### config.mk
export PLATFORM = sky130hd
export DESIGN_NAME = rs_dsp_mult_arbiter
export DESIGN_NICKNAME = d
export VERILOG_FILES = /design/src/rtl/rs_dsp_mult_arb_pkg.sv /design/src/rtl/rs_dsp_mult_pipe.sv /design/src/rtl/rs_dsp_mult_arbiter.sv
export SDC_FILE = /design/constraint.sdc
export NUM_CORES = 2
export LEC_CHECK = 0
export CORE_MARGIN = 4
export CORE_UTILIZATION = 62
export CTS_BUF_LIST = sky130_fd_sc_hd__clkbuf_2
export DETAILED_ROUTE_END_ITERATION = 16
export PLACE_DENSITY = 0.88
export SLEW_MARGIN = 10
export SYNTH_ARGS = -nofsm -noshare
export SYNTH_HDL_FRONTEND = slang
export SYNTH_SLANG_ARGS = --single-unit
### constraint.sdc
create_clock -name i_clk -period 10.15 [get_ports i_clk]
set_input_delay 1.5225 -clock i_clk [delete_from_list [all_inputs] [get_ports i_clk]]
set_output_delay 1.5225 -clock i_clk [all_outputs]
set_load 0.01 [all_outputs]
### src/rtl/rs_dsp_mult_arb_pkg.sv
// Shared widths, constants and pipeline entry type for the DSP38 multiplier arbiter.
package rs_dsp_mult_arb_pkg;

    localparam int A_W       = 20;
    localparam int B_W       = 18;
    localparam int Z_W       = 38;
    localparam int RSP_DEPTH = 4;
    localparam int ID_MAX_W  = 3;   // wide enough for up to 8 requesters

    localparam logic [2:0] FEEDBACK_MULT = 3'b000;

    typedef struct packed {
        logic                valid;
        logic [ID_MAX_W-1:0] id;
        logic [A_W-1:0]      a;
        logic [B_W-1:0]      b;
        logic                unsigned_a;
        logic                unsigned_b;
    } pipe_entry_t;

    // Extending both operands to the result width makes the truncated product
    // exact for every signedness combination.
    function automatic logic [Z_W-1:0] dsp_mult(
        input logic [A_W-1:0] a,
        input logic [B_W-1:0] b,
        input logic           ua,
        input logic           ub
    );
        logic [Z_W-1:0] w_a;
        logic [Z_W-1:0] w_b;
        w_a = ua ? Z_W'(a) : {{(Z_W-A_W){a[A_W-1]}}, a};
        w_b = ub ? Z_W'(b) : {{(Z_W-B_W){b[B_W-1]}}, b};
        return w_a * w_b;
    endfunction

endpackage

### src/rtl/rs_dsp_mult_pipe.sv
// LATENCY-stage 20x18 signed/unsigned multiply (DSP38 MULTIPLY mode) carrying
// the requester id alongside the product.
module rs_dsp_mult_pipe
    import rs_dsp_mult_arb_pkg::*;
#(
    parameter int LATENCY = 2
) (
    input  logic                i_clk,
    input  logic                i_reset,
    input  logic [2:0]          i_feedback,
    input  pipe_entry_t         i_op,
    output logic                o_valid,
    output logic [ID_MAX_W-1:0] o_id,
    output logic [Z_W-1:0]      o_z
);

    logic [LATENCY-1:0]               r_vld_pipe;
    logic [LATENCY-1:0][ID_MAX_W-1:0] r_id;
    logic [A_W-1:0]                   r_a;
    logic [B_W-1:0]                   r_b;
    logic                             r_ua;
    logic                             r_ub;
    logic [Z_W-1:0]                   w_prod;

    always_ff @(posedge i_clk) begin
        if (i_reset) begin
            r_vld_pipe <= '0;
        end else begin
            r_vld_pipe[0] <= i_op.valid;
            for (int s = 1; s < LATENCY; s++) r_vld_pipe[s] <= r_vld_pipe[s-1];
        end
    end

    // Operand (input) registers; datapath needs no reset, valid bits gate it.
    always_ff @(posedge i_clk) begin
        r_a     <= i_op.a;
        r_b     <= i_op.b;
        r_ua    <= i_op.unsigned_a;
        r_ub    <= i_op.unsigned_b;
        r_id[0] <= i_op.id;
        for (int s = 1; s < LATENCY; s++) r_id[s] <= r_id[s-1];
    end

    assign w_prod = (i_feedback == FEEDBACK_MULT) ? dsp_mult(r_a, r_b, r_ua, r_ub) : '0;

    if (LATENCY == 1) begin : g_zcomb
        assign o_z = w_prod;
    end else begin : g_zreg
        logic [LATENCY-2:0][Z_W-1:0] r_z;
        always_ff @(posedge i_clk) begin
            r_z[0] <= w_prod;
            for (int s = 1; s < LATENCY-1; s++) r_z[s] <= r_z[s-1];
        end
        assign o_z = r_z[LATENCY-2];
    end

    assign o_valid = r_vld_pipe[LATENCY-1];
    assign o_id    = r_id[LATENCY-1];

endmodule

### src/rtl/rs_dsp_mult_arbiter.sv
// Round-robin sharing of one DSP38 multiplier among NUM_REQ requesters, with
// credit-based issue into a 4-entry show-ahead response FIFO.
module rs_dsp_mult_arbiter
    import rs_dsp_mult_arb_pkg::*;
#(
    parameter int NUM_REQ = 4,
    parameter int LATENCY = 2
) (
    input  logic                       i_clk,
    input  logic                       i_reset,
    input  logic [NUM_REQ-1:0]         i_req_valid,
    output logic [NUM_REQ-1:0]         o_req_ready,
    input  logic [NUM_REQ*A_W-1:0]     i_req_a,
    input  logic [NUM_REQ*B_W-1:0]     i_req_b,
    input  logic [NUM_REQ-1:0]         i_req_unsigned_a,
    input  logic [NUM_REQ-1:0]         i_req_unsigned_b,
    output logic                       o_rsp_valid,
    input  logic                       i_rsp_ready,
    output logic [$clog2(NUM_REQ)-1:0] o_rsp_id,
    output logic [Z_W-1:0]             o_rsp_z
);

    localparam int ID_W  = $clog2(NUM_REQ);
    localparam int CNT_W = $clog2(RSP_DEPTH + 1);
    localparam int PTR_W = $clog2(RSP_DEPTH);

    logic [ID_W-1:0]          r_last_grant;
    logic [CNT_W-1:0]         r_outstanding;
    logic [CNT_W-1:0]         r_fifo_cnt;
    logic [PTR_W-1:0]         r_wptr;
    logic [PTR_W-1:0]         r_rptr;
    logic [Z_W-1:0]           r_mem_z  [RSP_DEPTH];
    logic [ID_MAX_W-1:0]      r_mem_id [RSP_DEPTH];

    logic [NUM_REQ-1:0][ID_W-1:0] w_cand;
    logic                     w_gnt_vld;
    logic [ID_W-1:0]          w_gnt_id;
    logic                     w_issue_en;
    logic                     w_issue;
    pipe_entry_t              w_iss;
    logic                     w_pipe_vld;
    logic [ID_MAX_W-1:0]      w_pipe_id;
    logic [Z_W-1:0]           w_pipe_z;
    logic                     w_fifo_empty;
    logic                     w_head_vld;
    logic [ID_MAX_W-1:0]      w_head_id;
    logic [Z_W-1:0]           w_head_z;
    logic                     w_pop;
    logic                     w_fifo_pop;
    logic                     w_push;
    logic                     w_unused_id;

    // Candidate order: last_grant+1, last_grant+2, ... wrapping modulo NUM_REQ.
    always_comb begin
        w_cand = '0;
        for (int i = 0; i < NUM_REQ; i++)
            w_cand[i] = ID_W'((int'(r_last_grant) + i + 1) % NUM_REQ);
    end

    always_comb begin
        w_gnt_vld = 1'b0;
        w_gnt_id  = '0;
        for (int i = NUM_REQ-1; i >= 0; i--) begin
            if (i_req_valid[w_cand[i]]) begin
                w_gnt_vld = 1'b1;
                w_gnt_id  = w_cand[i];
            end
        end
    end

    // A pop this cycle frees a credit, so full credit with a pop still issues.
    assign w_issue_en  = (r_outstanding < CNT_W'(RSP_DEPTH)) || w_pop;
    assign o_req_ready = (!i_reset && w_gnt_vld && w_issue_en) ? (NUM_REQ'(1) << w_gnt_id) : '0;
    assign w_issue     = |(o_req_ready & i_req_valid);

    always_comb begin
        w_iss       = '0;
        w_iss.valid = w_issue;
        w_iss.id    = ID_MAX_W'(w_gnt_id);
        for (int i = 0; i < NUM_REQ; i++) begin
            if (w_gnt_id == ID_W'(i)) begin
                w_iss.a          = i_req_a[i*A_W +: A_W];
                w_iss.b          = i_req_b[i*B_W +: B_W];
                w_iss.unsigned_a = i_req_unsigned_a[i];
                w_iss.unsigned_b = i_req_unsigned_b[i];
            end
        end
    end

    rs_dsp_mult_pipe #(
        .LATENCY    (LATENCY)
    ) u_pipe (
        .i_clk      (i_clk),
        .i_reset    (i_reset),
        .i_feedback (FEEDBACK_MULT),
        .i_op       (w_iss),
        .o_valid    (w_pipe_vld),
        .o_id       (w_pipe_id),
        .o_z        (w_pipe_z)
    );

    // Pipeline output bypasses an empty FIFO so the product is visible the
    // cycle it leaves the last stage; it is written only if not taken then.
    assign w_fifo_empty = (r_fifo_cnt == '0);
    assign w_head_vld   = !i_reset && (!w_fifo_empty || w_pipe_vld);
    assign w_head_id    = w_fifo_empty ? w_pipe_id : r_mem_id[r_rptr];
    assign w_head_z     = w_fifo_empty ? w_pipe_z  : r_mem_z[r_rptr];
    assign w_pop        = w_head_vld && i_rsp_ready;
    assign w_fifo_pop   = w_pop && !w_fifo_empty;
    assign w_push       = w_pipe_vld && !(w_fifo_empty && w_pop);

    assign o_rsp_valid  = w_head_vld;
    assign o_rsp_id     = w_head_vld ? w_head_id[ID_W-1:0] : '0;
    assign o_rsp_z      = w_head_vld ? w_head_z : '0;
    assign w_unused_id  = ^w_head_id;

    always_ff @(posedge i_clk) begin
        if (i_reset) begin
            r_last_grant  <= ID_W'(NUM_REQ - 1);
            r_outstanding <= '0;
            r_fifo_cnt    <= '0;
            r_wptr        <= '0;
            r_rptr        <= '0;
        end else begin
            if (w_issue) r_last_grant <= w_gnt_id;
            case ({w_issue, w_pop})
                2'b10:   r_outstanding <= r_outstanding + 1'b1;
                2'b01:   r_outstanding <= r_outstanding - 1'b1;
                default: r_outstanding <= r_outstanding;
            endcase
            if (w_push)     r_wptr <= r_wptr + 1'b1;
            if (w_fifo_pop) r_rptr <= r_rptr + 1'b1;
            r_fifo_cnt <= r_fifo_cnt + CNT_W'(w_push) - CNT_W'(w_fifo_pop);
        end
    end

    always_ff @(posedge i_clk) begin
        if (w_push) begin
            r_mem_z[r_wptr]  <= w_pipe_z;
            r_mem_id[r_wptr] <= w_pipe_id;
        end
    end

endmodule

==> impl_metrics.xml <==
<?xml version="1.0" encoding="UTF-8"?>
<metrics>
  <group name="outcome">
    <metric name="outcome" unit="">completed</metric>
  </group>
  <group name="cts">
    <metric name="tritoncts.num_buffers" unit="">66</metric>
    <metric name="insertion_delay" unit="ps">1020</metric>
    <metric name="clock_sink_count" unit="">258</metric>
    <metric name="post_cts.repair.setup_buffers" unit="">0</metric>
    <metric name="post_cts_hold_buffer_count" unit="">0</metric>
    <metric name="cts_resized" unit="">0</metric>
    <metric name="cts_root_buf" unit="">sky130_fd_sc_hd__clkbuf_2</metric>
    <metric name="worst_setup_hold_path_clk_slew" unit="ps">100</metric>
    <metric name="max_buffers_root_to_sink" unit="">3</metric>
    <metric name="htree_num_levels" unit="">3</metric>
    <metric name="cts_tree" unit="">yes</metric>
  </group>
  <group name="floorplan">
    <metric name="floorplan.initialDensity" unit="">0.6254</metric>
    <metric name="die_w" unit="um">221.7</metric>
    <metric name="rows" unit="">78</metric>
    <metric name="die_area" unit="um2">49160</metric>
    <metric name="core_region_area" unit="um2">45280</metric>
    <metric name="top_level_ports" unit="">212</metric>
    <metric name="die_y" unit="um">221.7</metric>
  </group>
  <group name="setup_path">
    <metric name="crit_required" unit="ps">10960</metric>
    <metric name="critPathKind" unit="">register to register</metric>
    <metric name="crit_path_max_fanout" unit="">19</metric>
    <metric name="rr_startpoint" unit="">u_pipe.r_a[19]$_DFF_P_</metric>
    <metric name="timing.critical_path.from" unit="">u_pipe.r_a[19]$_DFF_P_</metric>
    <metric name="cp-start-kind" unit="">register</metric>
    <metric name="regToRegSetupSlack" unit="ps">1690</metric>
    <metric name="cp_num_buf_inv" unit="">7</metric>
    <metric name="cpPeakStageDelay" unit="ps">870</metric>
    <metric name="worstPathArrival" unit="ps">9280</metric>
    <metric name="crit_top_cell" unit="">sky130_fd_sc_hd__fa_1</metric>
    <metric name="crit_path_top_delay_cell" unit="">sky130_fd_sc_hd__nor2b_1</metric>
    <metric name="cpLargestDelayFamily" unit="">adder cells</metric>
    <metric name="worstSetupEndpointType" unit="">register</metric>
  </group>
  <group name="timing">
    <metric name="timing.fmax" unit="MHz">118.1</metric>
    <metric name="final_period_minus_worst_setup_slack" unit="ps">8464</metric>
    <metric name="tightest_slew" unit="ps">1127</metric>
    <metric name="finalSetupViolCount" unit="">0</metric>
    <metric name="timing.setup.tns" unit="ps">0</metric>
    <metric name="worst_hold_slack" unit="ps">449.3</metric>
    <metric name="max-slew-margin-rel" unit="">0.2485</metric>
    <metric name="final_min_period_over_clock_period" unit="">0.8339</metric>
    <metric name="fin_skew" unit="ps">132.9</metric>
    <metric name="timing.final.hold_violations" unit="">0</metric>
    <metric name="rsz0062_at_grt" unit="">no</metric>
    <metric name="final-max-slew-violation-count" unit="">0</metric>
  </group>
  <group name="synth">
    <metric name="synthMostInstantiatedCell" unit="">sky130_fd_sc_hd__inv_1</metric>
    <metric name="synthesis.area_per_instance" unit="um2">10.10</metric>
    <metric name="synth_top_cells_by_count" unit="">632 x sky130_fd_sc_hd__inv_1, 490 x sky130_fd_sc_hd__fa_1, 440 x sky130_fd_sc_hd__nand2_1, 224 x sky130_fd_sc_hd__and2_1, 172 x sky130_fd_sc_hd__ha_1</metric>
    <metric name="synth_sequential_area_ratio" unit="">0.2389</metric>
    <metric name="synth_cell_types" unit="">63</metric>
    <metric name="synth_async_sr_flop_share" unit="">0</metric>
    <metric name="mappedNetlistArea" unit="um2">28320</metric>
    <metric name="syn_warnings" unit="">0</metric>
    <metric name="syn_inst" unit="">2805</metric>
    <metric name="synthDominantAreaCellType" unit="">sky130_fd_sc_hd__fa_1</metric>
    <metric name="synth_edf_count" unit="">160</metric>
    <metric name="synth_top_area_share" unit="">0.3464</metric>
    <metric name="synth.top_cells.by_area" unit="">sky130_fd_sc_hd__fa_1 35%, sky130_fd_sc_hd__edfxtp_1 17%, sky130_fd_sc_hd__inv_1 8.4%</metric>
    <metric name="postSynthRegisterBits" unit="">258</metric>
    <metric name="postSynth.topFlopCell" unit="">sky130_fd_sc_hd__edfxtp_1</metric>
    <metric name="synth_nets" unit="">3634</metric>
  </group>
  <group name="global_routing">
    <metric name="grt_overflow_total" unit="">0</metric>
    <metric name="initial_antenna_violation_count" unit="">3</metric>
    <metric name="first_global_vias" unit="">22360</metric>
    <metric name="globalRouteTotalUtil" unit="">0.2947</metric>
    <metric name="grt_first_pass_wirelength" unit="um">115200</metric>
    <metric name="grt_start_max_net_pins" unit="">84</metric>
  </group>
  <group name="flow_run">
    <metric name="max_capacitance_violation_count" unit="">0</metric>
  </group>
  <group name="cells_and_area">
    <metric name="n_fill_cell" unit="">3234</metric>
    <metric name="seq_area" unit="um2">6768</metric>
    <metric name="finish.net_count" unit="">3818</metric>
    <metric name="multi_input_area" unit="um2">18670</metric>
    <metric name="final_layout_size_suffix_gt1_frac" unit="">0.06903</metric>
    <metric name="layout_area_overhead" unit="%">11.78</metric>
  </group>
  <group name="placed_design">
    <metric name="dp_hpwl" unit="um">55560</metric>
    <metric name="gp_congestion" unit="">0.9215</metric>
    <metric name="port_buffers" unit="">211</metric>
  </group>
  <group name="routing">
    <metric name="initialDrtViolationCount" unit="">1542</metric>
    <metric name="detailroute.via_count" unit="">20119</metric>
    <metric name="routedWlPerCell" unit="um">19.42</metric>
    <metric name="route.final.wire_length" unit="um">70770</metric>
    <metric name="detail_route.first_pass.iterations" unit="">5</metric>
    <metric name="vias_per_cell" unit="">5.521</metric>
    <metric name="ant_nets" unit="">0</metric>
    <metric name="drt_drc_violations_left" unit="">0</metric>
  </group>
  <group name="min_path">
    <metric name="min-delay-start" unit="">u_pipe.r_vld_pipe[0]$_SDFF_PP0_</metric>
    <metric name="hold_path_class" unit="">register to register</metric>
  </group>
</metrics>
## layout by cell type, fill, tap and decap left out, drive strengths merged, types with 5 or more instances in the layout
master         Yosys  layout
xor2              21      21
ha               172     172
xnor2             64      64
fa               490     490
clkbuf           106      92
or3                5       5
and2             225     225
nor2              45      45
o21ai             20      20
nor3               7       7
edfxtp           160     160
o21a               7       7
clkinv             1      24
nor2b             11      11
a31oi             42      42
a21oi             86      86
clkdlybuf4s50      0     211
mux4              40      40
inv              634     636
dfxtp             98      98
nand2            441     441
and3              44      44
nand2b             6       6
buf               25      36
a21o              15      15
## path summary, 6_finish.rpt
kind / end / cells after the start
worst max register to register: u_pipe.o_z[37]$_DFF_P_ / 26
worst min register to register: u_pipe.r_vld_pipe[1]$_SDFF_PP0_ / 1
worst min-delay path: u_pipe.r_vld_pipe[1]$_SDFF_PP0_ / 1
worst max-delay path: u_pipe.o_z[37]$_DFF_P_ / 26
## cell type report
cell class	count	share of cell area
Multi-Input combinational cell	1781	0.5899
Inverter	635	0.07530
Tap cell	600	0.02372
Antenna cell	2	0.0001581
Timing Repair Buffer	247	0.07526
Clock inverter	29	0.007312
Sequential cell	258	0.2138
Clock buffer	92	0.01455
## state kept, by name, summed over array words and instances, names as in the netlist, 3 cells and up, named ones only
| register | count |
|---|---|
| r_fifo_cnt | 3 |
| r_outstanding | 3 |
| r_mem_id | 8 |
| u_pipe.r_a | 20 |
| r_mem_z | 152 |
| u_pipe.o_z | 38 |
| u_pipe.r_b | 18 |
## kinds of logic (layout without fill, tap and decap cells)
family / after synthesis / in the layout / share of synthesized area
AO/OA/AOI/OAI: 198 / 198 / 0.04493
XOR/XNOR: 85 / 85 / 0.02629
adder cells (fa/ha/maj): 663 / 663 / 0.4227
buffers and inverters: 766 / 1003 / 0.1022
flip-flops: 258 / 258 / 0.2389
multiplexers: 41 / 41 / 0.03221
other: 0 / 2 / 0
AND/OR/NAND/NOR: 794 / 794 / 0.1326
## through the flow
stage                 util  cell area, um2  setup WS (ps)  instances
floorplan                -           28320           3051       2805
global placement    0.6837           30960           1890       3521
detailed placement  0.6837           30960           1667       3521
CTS                 0.6989           31650           1641       3642
global route        0.6991           31660           1136       3644
finish              0.6991           31660           1686       3644
## metal layers
metal	track usage	part of all wire	vias up	wire (um)
li1	-	-	8894	-
met1	0.3768	0.39	9988	27280
met2	0.5005	0.49	1039	34700
met3	0.06461	0.089	196	6269
met4	0.1074	0.035	2	2503
met5	0	0.00018	-	13
Power is left out: the tool's default activity adds up to more than one toggle a clock period on the data nets, which glitch-free logic cannot reach.
